$ cat config.mk
export PLATFORM = sky130hd
export DESIGN_NAME = multicycle_main_control
export DESIGN_NICKNAME = d
export VERILOG_FILES = /design/src/rtl/multicycle_main_control.sv
export SDC_FILE = /design/constraint.sdc
export NUM_CORES = 1
export LEC_CHECK = 0
export ABC_AREA = 1
export BUFFER_PORTS_ARGS = -buffer_cell sky130_fd_sc_hd__buf_2
export CAP_MARGIN = 25
export CORE_MARGIN = 1.5
export CORE_UTILIZATION = 46
export CTS_BUF_LIST = sky130_fd_sc_hd__clkbuf_4
export DETAILED_ROUTE_END_ITERATION = 7
export HOLD_SLACK_MARGIN = 0.06
export PLACE_DENSITY = 0.8
export RECOVER_POWER = 100
export SLEW_MARGIN = 20
export SYNTH_ARGS = -nofsm -noshare
export SYNTH_HDL_FRONTEND = slang
export SYNTH_SLANG_ARGS = --single-unit
$ cat constraint.sdc
create_clock -name clk -period 1.3 [get_ports clk]
set_input_delay 0.13 -clock clk [delete_from_list [all_inputs] [get_ports clk]]
set_output_delay 0.13 -clock clk [all_outputs]
set_load 0.02 [all_outputs]
$ cat src/rtl/multicycle_main_control.sv
// ---------------------------------------------------------------------------
// multicycle_main_control
//
// Main control FSM for the multi-cycle MIPS datapath. It steps each
// instruction through FETCH, DECODE and 1-3 execute states. In every state it
// drives the datapath strobes, the ALU operand selects and the 3-bit ALUop
// used by the ALU control unit. FETCH, MEMRD and MEMWR wait on mem_ready, so
// the sequence stalls while memory is slow.
//
// Ports
//   clk        in   system clock, rising edge
//   rst_n      in   asynchronous active-low reset (state -> FETCH)
//   opcode     in   IR[31:26], valid from DECODE onward
//   zero       in   ALU zero flag (same cycle)
//   mem_ready  in   memory completes the current access this cycle
//   pc_en      out  PC load enable (branch condition already resolved)
//   iord       out  memory address: 0 = PC, 1 = ALUOut
//   mem_read   out  memory read request
//   mem_write  out  memory write request
//   ir_write   out  instruction register load
//   reg_dst    out  write register: 0 = rt, 1 = rd
//   mem_to_reg out  write data: 0 = ALUOut, 1 = MDR
//   reg_write  out  register file write enable
//   alu_src_a  out  ALU A: 0 = PC, 1 = A register
//   alu_src_b  out  ALU B: 00 B reg, 01 const 4, 10 ext imm, 11 sext imm<<2
//   ext_zero   out  1 = zero-extend immediate (andi/ori)
//   pc_source  out  PC input: 00 ALU result, 01 ALUOut, 10 jump target
//   alu_op     out  000 SUB,001 ADD,010 SLT,011 AND,100 OR,101 ADDU,
//                   110 SLTU,111 funct-decoded
//   illegal_op out  one-cycle pulse in DECODE for an unsupported opcode
//   state      out  current state (debug)
// ---------------------------------------------------------------------------
module multicycle_main_control #(
    parameter int STATE_W = 4
) (
    input  logic               clk,
    input  logic               rst_n,
    input  logic [5:0]         opcode,
    input  logic               zero,
    input  logic               mem_ready,
    output logic               pc_en,
    output logic               iord,
    output logic               mem_read,
    output logic               mem_write,
    output logic               ir_write,
    output logic               reg_dst,
    output logic               mem_to_reg,
    output logic               reg_write,
    output logic               alu_src_a,
    output logic [1:0]         alu_src_b,
    output logic               ext_zero,
    output logic [1:0]         pc_source,
    output logic [2:0]         alu_op,
    output logic               illegal_op,
    output logic [STATE_W-1:0] state
);

    typedef enum logic [3:0] {
        S_FETCH    = 4'd0,
        S_DECODE   = 4'd1,
        S_MEMADR   = 4'd2,
        S_MEMRD    = 4'd3,
        S_MEMWB    = 4'd4,
        S_MEMWR    = 4'd5,
        S_RTYPE_EX = 4'd6,
        S_RTYPE_WB = 4'd7,
        S_BRANCH   = 4'd8,
        S_ITYPE_EX = 4'd9,
        S_ITYPE_WB = 4'd10,
        S_JUMP     = 4'd11
    } state_t;

    localparam logic [5:0] OP_RTYPE = 6'b000000;
    localparam logic [5:0] OP_LW    = 6'b100011;
    localparam logic [5:0] OP_SW    = 6'b101011;
    localparam logic [5:0] OP_BEQ   = 6'b000100;
    localparam logic [5:0] OP_BNE   = 6'b000101;
    localparam logic [5:0] OP_J     = 6'b000010;
    localparam logic [5:0] OP_ADDI  = 6'b001000;
    localparam logic [5:0] OP_ADDIU = 6'b001001;
    localparam logic [5:0] OP_SLTI  = 6'b001010;
    localparam logic [5:0] OP_SLTIU = 6'b001011;
    localparam logic [5:0] OP_ANDI  = 6'b001100;
    localparam logic [5:0] OP_ORI   = 6'b001101;

    localparam logic [2:0] ALU_SUB   = 3'b000;
    localparam logic [2:0] ALU_ADD   = 3'b001;
    localparam logic [2:0] ALU_SLT   = 3'b010;
    localparam logic [2:0] ALU_AND   = 3'b011;
    localparam logic [2:0] ALU_OR    = 3'b100;
    localparam logic [2:0] ALU_ADDU  = 3'b101;
    localparam logic [2:0] ALU_SLTU  = 3'b110;
    localparam logic [2:0] ALU_FUNCT = 3'b111;

    localparam logic [1:0] SRCB_REG  = 2'b00;
    localparam logic [1:0] SRCB_FOUR = 2'b01;
    localparam logic [1:0] SRCB_IMM  = 2'b10;
    localparam logic [1:0] SRCB_BOFS = 2'b11;

    localparam logic [1:0] PCSRC_ALU    = 2'b00;
    localparam logic [1:0] PCSRC_ALUOUT = 2'b01;
    localparam logic [1:0] PCSRC_JUMP   = 2'b10;

    state_t state_q;
    state_t state_d;

    // NOTE: the state register is the only clocked element and uses
    // non-blocking assignment so every reader sees the pre-edge value.
    always_ff @(posedge clk or negedge rst_n) begin
        if (!rst_n) begin
            state_q <= S_FETCH;
        end else begin
            state_q <= state_d;
        end
    end

    // Next-state and output decode. The cycle that leaves FETCH is the same
    // cycle that loads IR and PC, so ir_write and pc_en follow mem_ready.
    always_comb begin
        // NOTE: every output gets a default before the case so no path can
        // leave one unassigned and infer a latch.
        state_d    = S_FETCH;
        pc_en      = 1'b0;
        iord       = 1'b0;
        mem_read   = 1'b0;
        mem_write  = 1'b0;
        ir_write   = 1'b0;
        reg_dst    = 1'b0;
        mem_to_reg = 1'b0;
        reg_write  = 1'b0;
        alu_src_a  = 1'b0;
        alu_src_b  = SRCB_REG;
        ext_zero   = 1'b0;
        pc_source  = PCSRC_ALU;
        alu_op     = ALU_SUB;
        illegal_op = 1'b0;

        case (state_q)
            S_FETCH: begin
                mem_read  = 1'b1;
                alu_src_b = SRCB_FOUR;
                alu_op    = ALU_ADD;
                pc_source = PCSRC_ALU;
                ir_write  = mem_ready;
                pc_en     = mem_ready;
                state_d   = mem_ready ? S_DECODE : S_FETCH;
            end

            S_DECODE: begin
                // Speculatively compute the branch target into ALUOut.
                alu_src_b = SRCB_BOFS;
                alu_op    = ALU_ADD;
                case (opcode)
                    OP_LW, OP_SW:   state_d = S_MEMADR;
                    OP_RTYPE:       state_d = S_RTYPE_EX;
                    OP_BEQ, OP_BNE: state_d = S_BRANCH;
                    OP_J:           state_d = S_JUMP;
                    OP_ADDI, OP_ADDIU, OP_SLTI, OP_SLTIU, OP_ANDI, OP_ORI:
                                    state_d = S_ITYPE_EX;
                    default: begin
                        illegal_op = 1'b1;
                        state_d    = S_FETCH;
                    end
                endcase
            end

            S_MEMADR: begin
                alu_src_a = 1'b1;
                alu_src_b = SRCB_IMM;
                alu_op    = ALU_ADD;
                if (opcode == OP_LW) begin
                    state_d = S_MEMRD;
                end else if (opcode == OP_SW) begin
                    state_d = S_MEMWR;
                end else begin
                    state_d = S_FETCH;
                end
            end

            S_MEMRD: begin
                mem_read = 1'b1;
                iord     = 1'b1;
                state_d  = mem_ready ? S_MEMWB : S_MEMRD;
            end

            S_MEMWB: begin
                reg_dst    = 1'b0;
                mem_to_reg = 1'b1;
                reg_write  = 1'b1;
                state_d    = S_FETCH;
            end

            S_MEMWR: begin
                mem_write = 1'b1;
                iord      = 1'b1;
                state_d   = mem_ready ? S_FETCH : S_MEMWR;
            end

            S_RTYPE_EX: begin
                alu_src_a = 1'b1;
                alu_src_b = SRCB_REG;
                alu_op    = ALU_FUNCT;
                state_d   = S_RTYPE_WB;
            end

            S_RTYPE_WB: begin
                reg_dst   = 1'b1;
                reg_write = 1'b1;
                state_d   = S_FETCH;
            end

            S_BRANCH: begin
                alu_src_a = 1'b1;
                alu_src_b = SRCB_REG;
                alu_op    = ALU_SUB;
                pc_source = PCSRC_ALUOUT;
                if (opcode == OP_BEQ) begin
                    pc_en = zero;
                end else if (opcode == OP_BNE) begin
                    pc_en = ~zero;
                end
                state_d = S_FETCH;
            end

            S_ITYPE_EX: begin
                alu_src_a = 1'b1;
                alu_src_b = SRCB_IMM;
                case (opcode)
                    OP_ADDI:  alu_op = ALU_ADD;
                    OP_ADDIU: alu_op = ALU_ADDU;
                    OP_SLTI:  alu_op = ALU_SLT;
                    OP_SLTIU: alu_op = ALU_SLTU;
                    OP_ANDI: begin
                        alu_op   = ALU_AND;
                        ext_zero = 1'b1;
                    end
                    OP_ORI: begin
                        alu_op   = ALU_OR;
                        ext_zero = 1'b1;
                    end
                    default:  alu_op = ALU_ADD;
                endcase
                state_d = S_ITYPE_WB;
            end

            S_ITYPE_WB: begin
                reg_write = 1'b1;
                state_d   = S_FETCH;
            end

            S_JUMP: begin
                pc_source = PCSRC_JUMP;
                pc_en     = 1'b1;
                state_d   = S_FETCH;
            end

            // Encodings 12-15 are unreachable; all outputs stay 0 and the
            // FSM falls back to FETCH.
            default: begin
                state_d = S_FETCH;
            end
        endcase
    end

    assign state = STATE_W'(state_q);

endmodule

==> qor.yml, run 1 <==
netlist_area_um2: 641
yosys_warnings: 0
ys_ff_latch: 4
synth_top_area_frac: 0.176
place_inst: 176
htreeDepth: 1
yosys_most_used_dff: "dfrtp_1"
post-place-ws_ns: 0.0125
pin_count: 32
avgSynthCellArea_um2: 5.29
port_buffers: 31
cts_made_buffers: 3
grt_max_degree: 7
synth_most_common_cell: "nor2_1"
place_congestion: 0.915
post-dp-hpwl_mm: 1.57
synth_commonest_cells: "nor2_1 (30), nand2_1 (26), inv_1 (19), nand3_1 (16), nor2_4 (5)"
status: "aborted with a tool error"
synth_area_leaders: "nor2_1 (18%), dfrtp_1 (16%), nand2_1 (15%), nand3_1 (13%), inv_1 (11%)"
yosys.area.top_type: "nor2_1"
clk_path_buf_depth: 2
cts_root_buf: "clkbuf_4"
async_reset_ff_frac: 1.00
synth_edf_count: 0
tool.error: "[ERROR DPL-0038] Utilization greater than 100%, impossible to legalize"
die_h_um: 40.3
seq_area_frac_synth: 0.156
initial_utilization: 0.492
synth_cells: 121
die_w_um: 40.3
rows: 13
ys_types: 17
syn-num-nets: 131
stop_stage: "global routing (5_1_grt)"
cts_sinks: 4
[what timing repair did]
action / CTS
pin swaps: 10
hold endpoints to repair: 4
hold buffers: 1
setup endpoints to repair: 18
resized for setup: 45
buffers inserted: 9
[through the flow]
stage	TNS, ns	cell area (µm²)	util
floorplan	-0.00470	706	-
global placement	0	947	0.728
detailed placement	0	947	0.728
CTS	-2.55	1190	0.917
[logic make-up after synthesis]
family                 share of synthesized area
AO/OA/AOI/OAI                             0.0762
buffers and inverters                      0.123
flip-flops                                 0.156
AND/OR/NAND/NOR                            0.645
==> inputs of run 2 (changes only) <==
Settings changed: CORE_AREA set to 2 2 63 65, CORE_MARGIN 1.5 to unset, CORE_UTILIZATION 46 to unset, CTS_BUF_LIST sky130_fd_sc_hd__clkbuf_4 to unset, DIE_AREA set to 0 0 65 67, HOLD_SLACK_MARGIN 0.06 to unset, PLACE_DENSITY 0.8 to unset, PLACE_DENSITY_LB_ADDON set to 0.15.
==> qor.yml, run 2 <==
status: "complete, but fails checks"  # was aborted with a tool error
violations: "setup timing"
wl_met3_um: 88
synth_edf_count: 0  # unchanged
final_cell_mix: "nand2_1 (21), buf_4 (21), buf_6 (18)"
met1_length_mm: 1.04
fin_nets: 190
async_reset_ff_frac: 1.00  # unchanged
clk_path_buf_depth: 2  # unchanged
critPathSlowestCell: "dfrtp_2"
crit_chain: "inv_2, nand2_4, nor2_4, nor2_4, a31oi_2, buf_4"
drv_cap: 0
hold_viol: 0
wl_met2_mm: 1.31
endpoint_kind: "output pin"
worstRegToRegCells: 7
die_h_um: 67  # was 40.3 µm
max_stage_delay_ns: 0.47
grt_pass1_wl_mm: 3.87
cp_top_family: "flip-flops"
post-place-ws_ns: 0.0125  # about the same
dpl-instance-area_mm2: 0.00105  # was 947 µm²
grtUsageTotal: 0.113
ir_worst_vdd_mv: 0.285
yosys_warnings: 0  # unchanged
startpoint: "state[1]"
switching_share: 0.424
vias: 929
synth_top_area_frac: 0.176  # unchanged
routed.top_layer: "met3"
pwr-share-seq: 0.146
cts_root_buf: "clkbuf_8"  # was clkbuf_4
ys_types: 17  # unchanged
holdWs_ns: 0.270
maxSlewViolCount: 0
comb_power_share: 0.657
intPower_mw: 0.746
drt_first_pass_iters: 4
critPathMostFrequentCell: "nor2_4"
worst-path-buf-inv: 2
synth_cells: 121  # unchanged
ant_nets: 0
cts_made_buffers: 3  # unchanged
wl_per_cell_um: 10.8
area_growth_pct: 117
nFillCells: 384
critPathArrivalTime_ns: 1.37
htreeDepth: 1  # unchanged
cp_max_fo: 6
rr_endpoint: "state[2]"
worstReg2RegStart: "state[2]"
grt.overflow.total: 0
p_leak_nw: 0.702
die-area_mm2: 0.00436
routed_wl_mm: 2.44
ys_ff_latch: 4  # unchanged
grt_pass1_vias: 893
die_w_um: 65  # was 40.3 µm
initial_utilization: 0.178  # was 0.492
period_share: 1.16
drt_iter0_markers: 33
pin_count: 32  # unchanged
avgSynthCellArea_um2: 5.29  # unchanged
insertedDiodeCount: 0
worst_pin_slew_ns: 0.308
report.final.setup_viol: 19
place_congestion: 0.764  # was 0.915
netlist_area_um2: 641  # unchanged
grt_antenna_before_repair: 0
criticalPathCategory: "register to output pin"
insertion_delay_ns: 0.21
largest_reg_flops: 4
synth_most_common_cell: "nor2_1"  # unchanged
p_per_area_mw_per_mm2: 932
layout-drive-gt1-share: 0.596
power.net_switching_mw: 0.549
seq_area_frac_synth: 0.156  # unchanged
power_mw: 1.29
rsz0062_at_grt: "true"
timing.fmax_ghz: 0.666
crit_path_start_kind: "register"
synth_area_leaders: "nor2_1 (18%), dfrtp_1 (16%), nand2_1 (15%), nand3_1 (13%), inv_1 (11%)"  # unchanged
syn-num-nets: 131  # unchanged
fin_worst_skew_ns: 0.00147
final_cell_area_mm2: 0.00139
slew_headroom: 0.793
tritoncts: "yes"
finalWorstSetupSlack_ns: -0.203
core_area_mm2: 0.00361
min_period_ns: 1.50
hold_class: "input pin to asynchronous set/reset pin"
synth_commonest_cells: "nor2_1 (30), nand2_1 (26), inv_1 (19), nand3_1 (16), nor2_4 (5)"  # unchanged
clkSlewWorstSetupHoldPaths_ns: 0.03
cts_sinks: 4  # unchanged
rows: 22  # was 13
crit_required_ns: 1.17
port_buffers: 31  # unchanged
grt_max_degree: 8
yosys_most_used_dff: "dfrtp_1"  # unchanged
post-dp-hpwl_mm: 1.97  # was 1.57 mm
r2r_setup_slack_ns: -0.03
yosys.area.top_type: "nor2_1"  # unchanged
drc: 0
clockPowerShare: 0.198
viasPerCell: 4.11
## run 2: cell counts after synthesis
Identical to the previous run, type by type.
## run 2: cell type report
type	count	area (µm²)	area share
well taps	48	60.1	0.0432
flip-flops and latches	4	105	0.0757
clock buffers	3	41.3	0.0297
inverters	21	81.3	0.0586
multi-input cells	96	647	0.466
repair buffers	54	454	0.327
## run 2: what timing repair did
item	in CTS	in global routing
pin swaps	3	15
hold buffers	1	0
setup endpoints to repair	18	21
resized for setup	26	43
endpoints found under the hold margin	4	0
setup buffers	3	6
## run 2: worst max-delay path by stage
stage | endpoint | slack, ns | cells after the start
2_1_floorplan | pc_en | -0.005 | 5
3_3_place_gp | illegal_op | 0.02 | 5
3_5_place_dp | alu_op[0] | 0.01 | 8
4_1_cts | alu_op[1] | -0.20 | 6
5_1_grt | illegal_op | -0.27 | 5
6_report | alu_op[1] | -0.20 | 6
## run 2: power groups by stage
stage | Sequential, mW | Combinational (mW) | Clock [mW]
final | 0.188 | 0.850 | 0.256
after global placement | 0.181 | 0.600 | 0
after global routing | 0.191 | 0.911 | 0.268
after CTS | 0.181 | 0.686 | 0.263
after floorplan | 0.197 | 0.342 | 0
after detailed placement | 0.182 | 0.596 | 0
## run 2: cells by family (layout without fill, tap and decap cells)
kind of cell / Yosys count / in the layout / share of synthesized area
buffers and inverters: 21 / 78 / 0.123
and+or+nand+nor: 87 / 87 / 0.645
AOI/OAI and AO/OA: 9 / 9 / 0.0762
DFF: 4 / 4 / 0.156
## run 2: per-stage QoR
stage | util | instances | setup TNS [ns]
floorplan | - | 121 | -0.00470
global placement | 0.290 | 215 | 0
detailed placement | 0.290 | 215 | 0
CTS | 0.333 | 222 | -2.31
global route | 0.385 | 226 | -3.39
finish | 0.385 | 226 | -2.29
## run 2: metal layers
| metal | up-vias | GRT usage |
|---|---|---|
| li1 | 495 | - |
| met1 | 414 | 0.146 |
| met2 | 20 | 0.198 |
| met3 | 0 | 0.00845 |
| met4 | 0 | 0.0319 |
| met5 | - | 0 |
No activity file was read; power rests on OpenSTA's default activity.
